File: src/rtl/vga_pixel_fetch_if.sv
// Frame-buffer read port between the pixel fetcher (master) and the
// dual-bank frame-buffer RAM (slave).
interface vga_pixel_fetch_if #(
   parameter int ADDR_W = 17,
   parameter int PIX_W  = 12
);
   logic              fb_rd_en;
   logic              fb_rd_bank;
   logic [ADDR_W-1:0] fb_rd_addr;
   logic [PIX_W-1:0]  fb_rd_data;

   modport master (output fb_rd_en, fb_rd_bank, fb_rd_addr, input fb_rd_data);
   modport slave  (input fb_rd_en, fb_rd_bank, fb_rd_addr, output fb_rd_data);
endinterface

File: src/rtl/vga_pixel_fetch.sv
// VGA pixel fetch: maps the 640x480 raster onto a 320x240 RGB444 frame
// buffer (2x upscale), reads it with a fixed latency, delays sync/valid to
// match, and owns the front/back bank swap with the capture writer.
// Output latency L = RD_LATENCY + 2 edges from input sample to pins.
module vga_pixel_fetch #(
   parameter int RD_LATENCY = 2,
   parameter int ADDR_W     = 17,
   parameter int PIX_W      = 12
) (
   input  logic       clk,
   input  logic       rst_n,
   input  logic [9:0] row_in,
   input  logic [9:0] col_in,
   input  logic       valid_in,
   input  logic       hsync_in,
   input  logic       vsync_in,
   input  logic       swap_req,
   output logic       swap_ack,
   output logic       disp_bank,
   vga_pixel_fetch_if.master fb,
   output logic [3:0] vga_r,
   output logic [3:0] vga_g,
   output logic [3:0] vga_b,
   output logic       vga_hsync,
   output logic       vga_vsync
);
   localparam int L  = RD_LATENCY + 2;
   // stage A plus the RAM latency; the output register is the last stage
   localparam int DL = L - 1;

   typedef enum logic [1:0] {S_IDLE, S_ARMED, S_ACK} swap_st_t;

   logic [8:0]        w_r, w_c;
   logic [ADDR_W-1:0] w_addr;
   logic              w_boundary;

   logic              r_rd_en, r_rd_bank;
   logic [ADDR_W-1:0] r_rd_addr;
   logic [DL-1:0]     r_vld_dl, r_hs_dl, r_vs_dl;
   logic [PIX_W-1:0]  r_pix;
   logic              r_hs, r_vs;
   swap_st_t          r_st;
   logic              r_disp_bank, r_swap_ack;

   // row*320 + col on the half-resolution grid, as 256r + 64r + c
   assign w_r        = row_in[9:1];
   assign w_c        = col_in[9:1];
   assign w_addr     = (ADDR_W'(w_r) << 8) + (ADDR_W'(w_r) << 6) + ADDR_W'(w_c);
   assign w_boundary = (row_in == 10'd480) && (col_in == 10'd0);

   // stage A: issue the read; address holds through blanking
   always_ff @(posedge clk or negedge rst_n) begin
      if (!rst_n) begin
         r_rd_en   <= 1'b0;
         r_rd_bank <= 1'b0;
         r_rd_addr <= '0;
      end else begin
         r_rd_en   <= valid_in;
         r_rd_bank <= r_disp_bank;
         if (valid_in) r_rd_addr <= w_addr;
      end
   end

   // valid/sync delay line running alongside the RAM read
   always_ff @(posedge clk or negedge rst_n) begin
      if (!rst_n) begin
         r_vld_dl <= '0;
         r_hs_dl  <= '0;
         r_vs_dl  <= '1;
      end else begin
         r_vld_dl <= {r_vld_dl[DL-2:0], valid_in};
         r_hs_dl  <= {r_hs_dl[DL-2:0],  hsync_in};
         r_vs_dl  <= {r_vs_dl[DL-2:0],  vsync_in};
      end
   end

   // output register: blank outside the visible area
   always_ff @(posedge clk or negedge rst_n) begin
      if (!rst_n) begin
         r_pix <= '0;
         r_hs  <= 1'b0;
         r_vs  <= 1'b1;
      end else begin
         r_pix <= r_vld_dl[DL-1] ? fb.fb_rd_data : '0;
         r_hs  <= r_hs_dl[DL-1];
         r_vs  <= r_vs_dl[DL-1];
      end
   end

   // bank swap: arm on request, flip at row 480 col 0, wait for request release
   always_ff @(posedge clk or negedge rst_n) begin
      if (!rst_n) begin
         r_st        <= S_IDLE;
         r_disp_bank <= 1'b0;
         r_swap_ack  <= 1'b0;
      end else begin
         r_swap_ack <= 1'b0;
         case (r_st)
            S_IDLE:  if (swap_req) r_st <= S_ARMED;
            S_ARMED: begin
               if (!swap_req) begin
                  r_st <= S_IDLE;
               end else if (w_boundary) begin
                  r_disp_bank <= ~r_disp_bank;
                  r_swap_ack  <= 1'b1;
                  r_st        <= S_ACK;
               end
            end
            S_ACK:   if (!swap_req) r_st <= S_IDLE;
            default: r_st <= S_IDLE;
         endcase
      end
   end

   assign fb.fb_rd_en   = r_rd_en;
   assign fb.fb_rd_bank = r_rd_bank;
   assign fb.fb_rd_addr = r_rd_addr;
   assign swap_ack      = r_swap_ack;
   assign disp_bank     = r_disp_bank;
   assign vga_r         = r_pix[PIX_W-1 -: 4];
   assign vga_g         = r_pix[PIX_W-5 -: 4];
   assign vga_b         = r_pix[3:0];
   assign vga_hsync     = r_hs;
   assign vga_vsync     = r_vs;
endmodule

File: src/flat_wrapper.sv
// flat-port wrapper written by rule: the top's interface ports become plain ports
module vga_pixel_fetch_flat 
#(
   parameter int RD_LATENCY = 2,
   parameter int ADDR_W     = 17,
   parameter int PIX_W      = 12
)
  (clk, rst_n, row_in, col_in, valid_in, hsync_in, vsync_in, swap_req, swap_ack, disp_bank, vga_r, vga_g, vga_b, vga_hsync, vga_vsync, fb_fb_rd_en, fb_fb_rd_bank, fb_fb_rd_addr, fb_fb_rd_data);
  vga_pixel_fetch_if #(.ADDR_W(ADDR_W), .PIX_W(PIX_W)) fb_i ();
  input  logic clk;
  input  logic rst_n;
  input  logic [9:0] row_in;
  input  logic [9:0] col_in;
  input  logic valid_in;
  input  logic hsync_in;
  input  logic vsync_in;
  input  logic swap_req;
  output logic swap_ack;
  output logic disp_bank;
  output logic [3:0] vga_r;
  output logic [3:0] vga_g;
  output logic [3:0] vga_b;
  output logic vga_hsync;
  output logic vga_vsync;
  output wire logic [$bits(fb_i.fb_rd_en)-1:0] fb_fb_rd_en;
  output wire logic [$bits(fb_i.fb_rd_bank)-1:0] fb_fb_rd_bank;
  output wire logic [$bits(fb_i.fb_rd_addr)-1:0] fb_fb_rd_addr;
  input wire logic [$bits(fb_i.fb_rd_data)-1:0] fb_fb_rd_data;
  assign fb_fb_rd_en = fb_i.fb_rd_en;
  assign fb_fb_rd_bank = fb_i.fb_rd_bank;
  assign fb_fb_rd_addr = fb_i.fb_rd_addr;
  assign fb_i.fb_rd_data = fb_fb_rd_data;
  vga_pixel_fetch #(.RD_LATENCY(RD_LATENCY), .ADDR_W(ADDR_W), .PIX_W(PIX_W)) u_core (.clk(clk), .rst_n(rst_n), .row_in(row_in), .col_in(col_in), .valid_in(valid_in), .hsync_in(hsync_in), .vsync_in(vsync_in), .swap_req(swap_req), .swap_ack(swap_ack), .disp_bank(disp_bank), .fb(fb_i), .vga_r(vga_r), .vga_g(vga_g), .vga_b(vga_b), .vga_hsync(vga_hsync), .vga_vsync(vga_vsync));
endmodule
File: config.mk
export PLATFORM = sky130hd
export DESIGN_NAME = vga_pixel_fetch_flat
export DESIGN_NICKNAME = d
export VERILOG_FILES = /design/src/rtl/vga_pixel_fetch_if.sv /design/src/rtl/vga_pixel_fetch.sv /design/src/flat_wrapper.sv
export SDC_FILE = /design/constraint.sdc
export NUM_CORES = 1
export LEC_CHECK = 0
export ABC_AREA = 0
export BUFFER_PORTS_ARGS = -buffer_cell sky130_fd_sc_hd__buf_2
export CAP_MARGIN = 20
export CORE_MARGIN = 5
export CORE_UTILIZATION = 50
export CTS_BUF_LIST = sky130_fd_sc_hd__clkbuf_8
export CTS_CLUSTER_SIZE = 12
export DETAILED_ROUTE_END_ITERATION = 8
export GPL_TIMING_DRIVEN = 0
export HOLD_SLACK_MARGIN = 0.12
export PLACE_DENSITY_LB_ADDON = 0.05
export SLEW_MARGIN = 5
export SYNTH_ARGS = -nofsm -noshare
export SYNTH_HDL_FRONTEND = slang
export SYNTH_SLANG_ARGS = --single-unit
File: constraint.sdc
create_clock -name clk -period 1.65 [get_ports clk]
set_clock_uncertainty 0.2 [all_clocks]
set_input_delay 0.165 -clock clk [delete_from_list [all_inputs] [get_ports clk]]
set_output_delay 0.165 -clock clk [all_outputs]
set_load 0.01 [all_outputs]
==> results.tsv, run 1 <==
stage	metric	value	unit
hold_path	hold_class	primary input to flip-flop	
global_routing	grt_pass1_wl	8604	um
synth	syn-num-nets	226	
synth	syn_area	0.002122	mm2
hold_path	hold_start	col_in[0]	
hold_path	hold_end	u_core.swap_ack	
placed_design	portBuffers	72	
die	fp.dieH	75.15	um
cts	cts_htree_levels	2	
global_routing	grt_max_degree	46	
global_routing	overflow	0	
synth	seq_area_frac_synth	53.30	%
worst_setup_path	r2r-end	u_core.r_st[0]	
synth	netlist-cell-type-count	43	
synth	synth_top_family_by_area	simple AND/OR/NAND/NOR gates	
sta	setup_viol	11	
global_routing	grt_pass1_vias	1884	
worst_setup_path	endpoint_kind	flip-flop	
die	die_area	0.005647	mm2
final_layout	areaGrowthSynthToFinish	46.99	%
synth	synth_compound_area_share	11.73	%
sta	hold_ws	0.06898	ns
final_layout	fin_nets	343	
drt	drt-total-wl	5478	um
sta	hold_violations	0	
synth	syn_avg_cell_area	12.56	um2
die	fp.dieW	75.15	um
synth	post_synth_fa_ha_maj_area_fraction	11.91	%
drt	via_per_inst	5.255	
synth	synth_xor_area_share	0.8255	%
sta	rsz0062_at_grt	true	
sta	setup-tns-final	-2.426	ns
sta	slew-limit-headroom	35.41	%
cts	clkTransAtPathRegs	0.09	ns
power_and_ir_drop	ir_drop	552.2	uV
die	io_pins	73	
synth	syn_inst	169	
drt	drtPass1Iterations	4	
run_status	status	finished, violations left	
synth	yosys.area_share.simple	13.21	%
final_layout	register_area	0.001131	mm2
run_status	violations	setup timing	
drt	ant_nets	0	
cts	cts_buffer_depth	2	
worst_setup_path	r2r_slack	0.32	ns
sta	final_max_slew_viol_count	0	
placed_design	dp_hpwl	3562	um
synth	synth_seq_cells	45	
cts	worstSkewPairLatency	0.30	ns
synth	synth.area.mux_share	6.309	%
synth	ys.flop_type	dfrtp_1	
drt	num_vias	1771	
placed_design	dp_cells	291	
sta	worst_pin_slew	0.9688	ns
sta	max_freq	495.4	MHz
worst_setup_path	crit_fanout	3	
cts	cts.sinks	45	
placed_design	dp_slack	-0.7270	ns
worst_setup_path	rr_worst_depth	5	
power_and_ir_drop	leakagePower	1.541	nW
hold_path	holdPathStages	4	
final_layout	multiInputGateArea	0.001026	mm2
synth	yosys_warnings	0	
global_routing	antenna_found_initial	0	
synth	synth_edf_count	0	
final_layout	finalNonFillerCells	337	
worst_setup_path	cp.arrival	1.98	ns
placed_design	gp_routability_congestion	0.8603	
sta	post-route-period-util	122.3	%
die	core	0.004058	mm2
worst_setup_path	start_kind	primary input	
job	drv_cap	0	
final_layout	drive_gt1_share	40.77	%
worst_setup_path	required	1.61	ns
cts	ctsRootBufferMaster	clkbuf_8	
drt	drc	0	
worst_setup_path	r2r-start	u_core.r_st[0]	
drt	first_iter_violations	108	
final_layout	postLayoutCellArea	0.003119	mm2
sta	fin_crit	2.019	ns
synth	synthArstFlopShare	100.0	%
die	rows	23	
die	start_util	52.30	%
power_and_ir_drop	power_density	853.8	mW/mm2
cts	cts_buffers	5	
placed_design	place_area	0.002569	mm2
worst_setup_path	setup.worst_path.class	primary input to flip-flop	
final_layout	n_antenna_cell	0	
cts	cts_tree	done	
drt	detail_route.wl_per_cell	16.26	um
final_layout	fill_cells	277	
global_routing	grt_usage	20.51	%
sta	final.setup.worst_slack	-0.3687	ns
-- how the worst max path moves through the flow --
| stage | start | to | slack (ns) | cells after the start |
|---|---|---|---|---|
| 3_3_place_gp | row_in[1] | u_core.fb.fb_rd_addr[11] | -0.72 | 8 |
| 4_1_cts | row_in[1] | u_core.fb.fb_rd_addr[16] | -0.33 | 7 |
| 5_1_grt | row_in[1] | u_core.fb.fb_rd_addr[16] | -0.40 | 7 |
| 2_1_floorplan | row_in[1] | u_core.fb.fb_rd_addr[14] | -0.42 | 6 |
| 3_5_place_dp | row_in[1] | u_core.fb.fb_rd_addr[11] | -0.73 | 8 |
| 6_report | row_in[1] | u_core.fb.fb_rd_addr[14] | -0.37 | 7 |
-- timing repair --
item	in CTS	in global routing
setup buffers	3	4
hold endpoints to repair	68	5
resized for setup	7	12
setup endpoints to repair	8	12
hold buffers	32	4
pin swaps	7	11
-- report_power, final --
part	switching, W	internal (W)	total [W]
registers	0.0000442	0.00121	0.00126
clock network	0.000373	0.000292	0.000665
logic	0.000364	0.000378	0.000742
total	0.000781	0.00188	0.00266
-- worst max-delay path, stage by stage --
cell and delay (ns):
buf_8 0.10, fa_1 0.55, ha_1 0.24, a211o_1 0.36, a21o_1 0.23, o311ai_2 0.21
a31oi_1 0.11
-- layout make-up --
class	instances	area share, %
multi-input cells	109	32.89
flip-flops and latches	45	36.26
clock buffers	5	2.206
plain buffers	4	0.5215
well taps	50	2.006
clock inverters	3	0.6017
inverters	11	1.324
repair buffers	110	24.19
-- Yosys cell counts (2+ instances only) --
master | count | area [um2]
o2111ai_1 | 3 | 26.28
nand2b_1 | 2 | 12.51
and2_1 | 12 | 75.07
a31oi_1 | 3 | 18.77
nand4_1 | 3 | 18.77
dfstp_2 | 4 | 105.1
o21a_1 | 4 | 30.03
nor2b_1 | 3 | 18.77
inv_1 | 11 | 41.29
nand3b_1 | 3 | 22.52
nand2_1 | 3 | 11.26
clkbuf_1 | 2 | 7.510
a21o_1 | 4 | 30.03
mux2_2 | 11 | 123.9
a21oi_1 | 6 | 30.03
fa_1 | 2 | 40.04
ha_1 | 17 | 212.7
dfrtp_1 | 41 | 1026
nor2_1 | 7 | 26.28
o211ai_1 | 4 | 30.03
o21ai_0 | 2 | 10.01
-- state kept, by name, summed over array words and instances (netlist names) --
name and cells:
u_core.disp_bank 1, u_core.fb.fb_rd_addr 17, u_core.fb.fb_rd_bank 1, u_core.r_hs_dl 3, u_core.r_pix 12, u_core.r_st 2
u_core.r_vld_dl 3, u_core.r_vs_dl 3, u_core.swap_ack 1, u_core.vga_hsync 1, u_core.vga_vsync 1
-- cells in the final DEF (no fill, tap or decap), types with 5 or more instances in the layout --
master         count
clkbuf_8           5
buf_2             70
dlygate4sd3_1     31
buf_4              5
dfrtp_1           41
ha_1              15
a21oi_1            5
mux2_2            10
nor2_1             7
and2_1            12
inv_1             12
-- metal layers --
layer / part of all wire [%] / routed length [um] / track usage [%]
met5: 0 / 0 / 0
met4: 2.5 / 138 / 7.573
met3: 6.2 / 341 / 5.207
met2: 51 / 2819 / 36.56
met1: 40 / 2179 / 23.74
-- stage by stage --
step	utilization [%]	power, W
detailed placement	63.31	0.001890
CTS	74.47	0.002649
finish	76.87	0.002663
floorplan	-	0.001644
global placement	63.31	0.001878
global route	76.87	0.002830
-- cells by family after synthesis --
group           Yosys count
compound gates           34
xor+xnor                  2
fa+ha+maj                19
buf+inv                  15
flops                    45
mux                      12
simple gates             42
(Power assumes the default switching activity.)
==> inputs of run 2 (changes only) <==
==> constraint.sdc (replaced) <==
create_clock -name clk -period 1.65 [get_ports clk]
set_clock_uncertainty 0.2 [all_clocks]
set_input_delay 0.33 -clock clk [delete_from_list [all_inputs] [get_ports clk]]
set_output_delay 0.33 -clock clk [all_outputs]
set_load 0.01 [all_outputs]
==> run 2 against run 1 <==
Net effect:
- the flow still finishes with violations (setup timing)
- register-to-register slack got worse by 0.06 ns
- wire length down 8.4%
- global-route usage shrank 1.2 points
- fmax decreased by 8.0%
- first-iteration DRC count down 39%
- utilization fell by 3.4 points
==> results.tsv, run 2 (synthesized netlist as in run 1, its figures left out) <==
stage	metric	value	unit
sta	post-route-period-util	132.9	%
sta	slew-limit-headroom	59.88	%
worst_setup_path	cpPeakStageDelay	0.56	ns
worst_setup_path	cp.arrival	2.15	ns
hold_path	hold_class	flip-flop to flip-flop	
sta	setup_viol	9	
drt	drt-total-wl	5016	um
power_and_ir_drop	p_sw	0.0007582	W
global_routing	antenna_found_initial	0	
cts	cts_buffer_depth	2	
worst_setup_path	start_kind	primary input	
die	fp.dieW	75.15	um
power_and_ir_drop	internal-power	0.001862	W
final_layout	drive_gt1_share	41.01	%
sta	setup-tns-final	-3.740	ns
power_and_ir_drop	p_sw_share	28.93	%
global_routing	grt_pass1_wl	8135	um
power_and_ir_drop	clockPowerShare	25.2	%
sta	final.setup.worst_slack	-0.5432	ns
worst_setup_path	required	1.61	ns
die	rows	23	
power_and_ir_drop	seq_power_share	47.9	%
drt	ant_nets	0	
global_routing	grt_usage	19.36	%
drt	via_per_inst	5.104	
drt	detail_route.wl_per_cell	15.29	um
sta	fin_crit	2.193	ns
worst_setup_path	setup.worst_path.class	primary input to flip-flop	
run_status	violations	setup timing	
cts	ctsRootBufferMaster	clkbuf_8	
power_and_ir_drop	ir_drop	583.5	uV
global_routing	grt_pass1_vias	1784	
placed_design	gp_routability_congestion	0.8603	
final_layout	postLayoutCellArea	0.002982	mm2
cts	cts_buffers	5	
die	io_pins	73	
global_routing	grt_max_degree	46	
run_status	status	finished, violations left	
final_layout	largest_reg_flops	17	
drt	drtPass1Iterations	4	
die	core	0.004058	mm2
cts	clkTransAtPathRegs	0.08	ns
placed_design	dp_hpwl	3562	um
power_and_ir_drop	leakagePower	1.485	nW
job	drv_cap	0	
worst_setup_path	path_cells	buf_8 > fa_1 > ha_1 > a211o_1 > a21o_1 > o311ai_2 > a31oi_1	
final_layout	fin_util	73.48	%
die	fp.dieH	75.15	um
final_layout	final_cell_mix	buf_2 (70), dfrtp_1 (41), dlygate4sd3_1 (23), ha_1 (15)	
final_layout	areaGrowthSynthToFinish	40.51	%
final_layout	layout_commonest_cell	buf_2	
sta	final_max_slew_viol_count	0	
power_and_ir_drop	power_density	878.9	mW/mm2
placed_design	portBuffers	72	
sta	max_freq	455.9	MHz
worst_setup_path	endpoint_kind	flip-flop	
drt	drc	0	
worst_setup_path	critPathSlowestCell	fa_1	
final_layout	n_antenna_cell	0	
final_layout	fill_cells	294	
sta	hold_ws	0.1519	ns
cts	cts.sinks	45	
global_routing	overflow	0	
sta	hold_violations	0	
sta	worst_pin_slew	0.6019	ns
cts	cts_htree_levels	2	
die	die_area	0.005647	mm2
drt	first_iter_violations	66	
die	start_util	52.30	%
sta	rsz0062_at_grt	true	
cts	cts_tree	done	
placed_design	place_area	0.002569	mm2
worst_setup_path	crit_fanout	3	
final_layout	fin_nets	334	
drt	num_vias	1674	
cts	worstSkewPairLatency	0.30	ns
power_and_ir_drop	power_frac_comb	26.8	%
==> run 2: final cells by class <==
class | count | area [um2] | share of cell area (%)
Sequential cell | 45 | 1131 | 37.94
Multi-Input combinational cell | 109 | 980.9 | 32.90
Timing Repair Buffer | 101 | 661.9 | 22.20
Clock buffer | 5 | 68.82 | 2.308
Tap cell | 50 | 62.56 | 2.098
Inverter | 11 | 41.29 | 1.385
Clock inverter | 3 | 18.77 | 0.6295
Buffer | 4 | 16.27 | 0.5455
==> run 2: worst max-delay path: cells and delay by family <==
| family | cells | cell delay [ns] |
|---|---|---|
| buffers and inverters | 1 | 0.10 |
| AO/OA/AOI/OAI | 4 | 0.91 |
| adder cells (fa/ha/maj) | 2 | 0.80 |
==> run 2: what timing repair did <==
| item | in CTS | in global routing |
|---|---|---|
| resized for setup | 7 | 6 |
| buffers inserted | 3 | 3 |
| endpoints found under the setup margin | 9 | 50 |
| pin swaps | 7 | 5 |
| hold buffers | 23 | 0 |
| endpoints found under the hold margin | 63 | 0 |
==> run 2: through the flow <==
stage                     cells  power (W)  setup slack [ns]
after CTS                   325   0.002630           -0.4961
final                       328   0.002621           -0.5432
after global routing        328   0.002794           -0.5748
after floorplan             169   0.001644           -0.5880
after detailed placement    291   0.001890           -0.8920
after global placement      291   0.001878           -0.8886
==> run 2: path summary, 6_finish.rpt <==
path                                   start                       end  slack [ns]  depth (start not counted)
max in group asynchronous              rst_n          u_core.vga_hsync        0.44                          2
hold / removal             u_core.r_vs_dl[2]          u_core.vga_vsync        0.15                          0
setup reg to reg              u_core.r_st[0]          u_core.disp_bank        0.26                          4
setup / recovery                   row_in[1]  u_core.fb.fb_rd_addr[14]       -0.54                          7
min in group asynchronous              rst_n  u_core.fb.fb_rd_addr[13]        0.39                          2
hold reg to reg            u_core.r_vs_dl[2]          u_core.vga_vsync        0.15                          0
==> run 2: per-layer routing <==
layer / routed length [um] / global-route usage [%] / vias to the layer above / share of wire, %
met4: 93 / 6.990 / 0 / 1.9
li1: - / - / 826 / -
met5: 0 / 0 / - / 0
met1: 2097 / 22.95 / 788 / 42
met2: 2502 / 33.75 / 50 / 50
met3: 323 / 5.207 / 10 / 6.4
==> run 2: power by group through the flow <==
stage	registers [W]	clock network, W	logic [W]
final	0.00126	0.000661	0.000704
after global routing	0.00127	0.000742	0.000780
after CTS	0.00126	0.000697	0.000676
after detailed placement	0.00128	0	0.000611
after global placement	0.00127	0	0.000606
after floorplan	0.00133	0	0.000316
==> inputs of run 3 (changes only) <==
- clock period: 1.65 -> 2.4 ns (I/O delays scaled with it)
==> run 3 against run 2 <==
Net effect:
- design area shrank 8.0%
- clock power fell by 15%
- largest cell class unchanged
- via count decreased by 5.2%
- the flow now finishes without violations
- wire length shrank 13%
==> results.tsv, run 3 (synthesized netlist as in run 1, its figures left out) <==
stage	metric	value	unit
power_and_ir_drop	seq_power_share	46.8	%
worst_setup_path	crit_fanout	3	
final_layout	areaGrowthSynthToFinish	29.25	%
drt	drtPass1Iterations	4	
cts	cts_htree_levels	2	
cts	cts_buffers	5	
sta	max_freq	430.9	MHz
final_layout	final_cell_mix	buf_2 (72), dfrtp_1 (41), ha_1 (17), inv_1 (12), and2_1 (12)	
drt	detail_route.wl_per_cell	14.31	um
worst_setup_path	required	2.36	ns
sta	rsz0062_at_grt	false	
power_and_ir_drop	p_sw_share	27.22	%
power_and_ir_drop	internal-power	0.001341	W
drt	first_iter_violations	46	
cts	cts_tree	done	
hold_path	hold_class	flip-flop to flip-flop	
global_routing	use_met3	6.142	%
placed_design	portBuffers	72	
sta	setup_viol	0	
sta	post-route-period-util	96.69	%
sta	slew-limit-headroom	63.27	%
drt	ant_nets	0	
global_routing	grt_busiest_layer	met2	
die	start_util	52.30	%
die	fp.dieW	75.15	um
power_and_ir_drop	power_density	671.8	mW/mm2
placed_design	gp_routability_congestion	0.8638	
power_and_ir_drop	clockPowerShare	30.5	%
power_and_ir_drop	p_sw	0.0005016	W
global_routing	grt_usage	17.10	%
drt	via_per_inst	5.220	
die	fp.dieH	75.15	um
power_and_ir_drop	total_power	0.001843	W
die	rows	23	
cts	worstSkewPairLatency	0.29	ns
placed_design	place_area	0.002547	mm2
drt	drt-total-wl	4349	um
global_routing	gr-usage-met2	25.92	%
power_and_ir_drop	ir_drop	377.6	uV
cts	cts.sinks	45	
global_routing	grt_max_degree	46	
worst_setup_path	path_cells	buf_2 > fa_1 > ha_1 > a211o_1 > a21o_1 > o311ai_2 > a31oi_1	
worst_setup_path	critPathBufInv	1	
worst_setup_path	cp-startpoint	row_in[3]	
final_layout	n_antenna_cell	0	
worst_setup_path	start_kind	primary input	
worst_setup_path	endpoint_kind	flip-flop	
cts	ctsRootBufferMaster	clkbuf_8	
worst_setup_path	r2r_slack	0.95	ns
global_routing	antenna_found_initial	0	
worst_setup_path	path_delay_family	compound AO/OA/AOI/OAI gates	
worst_setup_path	r2r-start	u_core.r_st[0]	
power_and_ir_drop	leakagePower	1.393	nW
worst_setup_path	critPathSlowestCell	fa_1	
cts	cts_buffer_depth	2	
drt	num_vias	1587	
final_layout	postLayoutCellArea	0.002743	mm2
cts	cts_setup_buffers	0	
die	die_area	0.005647	mm2
global_routing	grt_pass1_wl	7224	um
global_routing	grt_pass1_vias	1502	
global_routing	overflow	0	
job	drv_cap	0	
final_layout	layout_commonest_cell	buf_2	
die	io_pins	73	
run_status	status	completed	
final_layout	drive_gt1_share	41.34	%
sta	worst_pin_slew	0.5509	ns
power_and_ir_drop	power_frac_comb	22.7	%
worst_setup_path	cpPeakStageDelay	0.49	ns
cts	clkTransAtPathRegs	0.08	ns
final_layout	largest_reg_flops	17	
hold_path	hold_start	u_core.r_vs_dl[2]	
sta	final_max_slew_viol_count	0	
sta	hold_violations	0	
drt	drc	0	
worst_setup_path	setup.worst_path.class	primary input to flip-flop	
global_routing	use_met1	23.37	%
placed_design	dp_hpwl	3432	um
final_layout	fin_nets	310	
final_layout	fill_cells	321	
die	core	0.004058	mm2
worst_setup_path	cp.arrival	2.28	ns
sta	fin_crit	2.321	ns
==> run 3: timing repair <==
action	4_1_cts	5_1_grt
hold buffers	2	2
hold endpoints to repair	2	40
gates resized for setup	0	5
endpoints found under the setup margin	0	4
==> run 3: cell type report <==
cell class	instances	area, um2	share of cell area [%]
clock buffers	5	68.82	2.509
multi-input cells	109	953.4	34.76
plain buffers	4	16.27	0.5931
clock inverters	3	42.54	1.551
well taps	50	62.56	2.281
inverters	11	41.29	1.505
repair buffers	77	426.7	15.56
flip-flops and latches	45	1131	41.24
==> run 3: worst paths after layout <==
check                                                 to  cells after the start
min in group asynchronous        u_core.fb.fb_rd_addr[8]                      2
worst max register to register          u_core.disp_bank                      4
worst min register to register          u_core.vga_vsync                      0
worst min-delay path                    u_core.vga_vsync                      0
max in group asynchronous              u_core.r_vs_dl[1]                      3
worst max-delay path            u_core.fb.fb_rd_addr[14]                      7
==> run 3: power by group through the flow <==
stage                     registers (W)  clock network, W  logic (W)
after floorplan                0.000913                 0   0.000205
after global placement         0.000874                 0   0.000401
final                          0.000861          0.000562   0.000419
after CTS                      0.000862          0.000584   0.000409
after global routing           0.000874          0.000617   0.000472
after detailed placement       0.000877                 0   0.000404
==> run 3: layer usage <==
layer  part of all wire [%]  up-vias
li1                       -      780
met1                     44      748
met2                     46       52
met3                    9.1        7
met4                    1.2        0
met5                      0        -
==> run 3: through the flow <==
step | std cells | worst slack, ns | TNS, ns | hold slack (ns) | utilization [%]
6_report | 304 | 0.07935 | 0 | 0.1506 | 67.59
5_1_grt | 304 | 0.001945 | 0 | 0.1613 | 67.59
4_1_cts | 301 | 0.04806 | 0 | 0.1222 | 66.02
3_5_place_dp | 291 | -0.2852 | -1.452 | 0.1356 | 62.78
3_3_place_gp | 291 | -0.2720 | -1.353 | 0.1326 | 62.78
2_1_floorplan | 169 | 0.008327 | 0 | -0.01559 | -
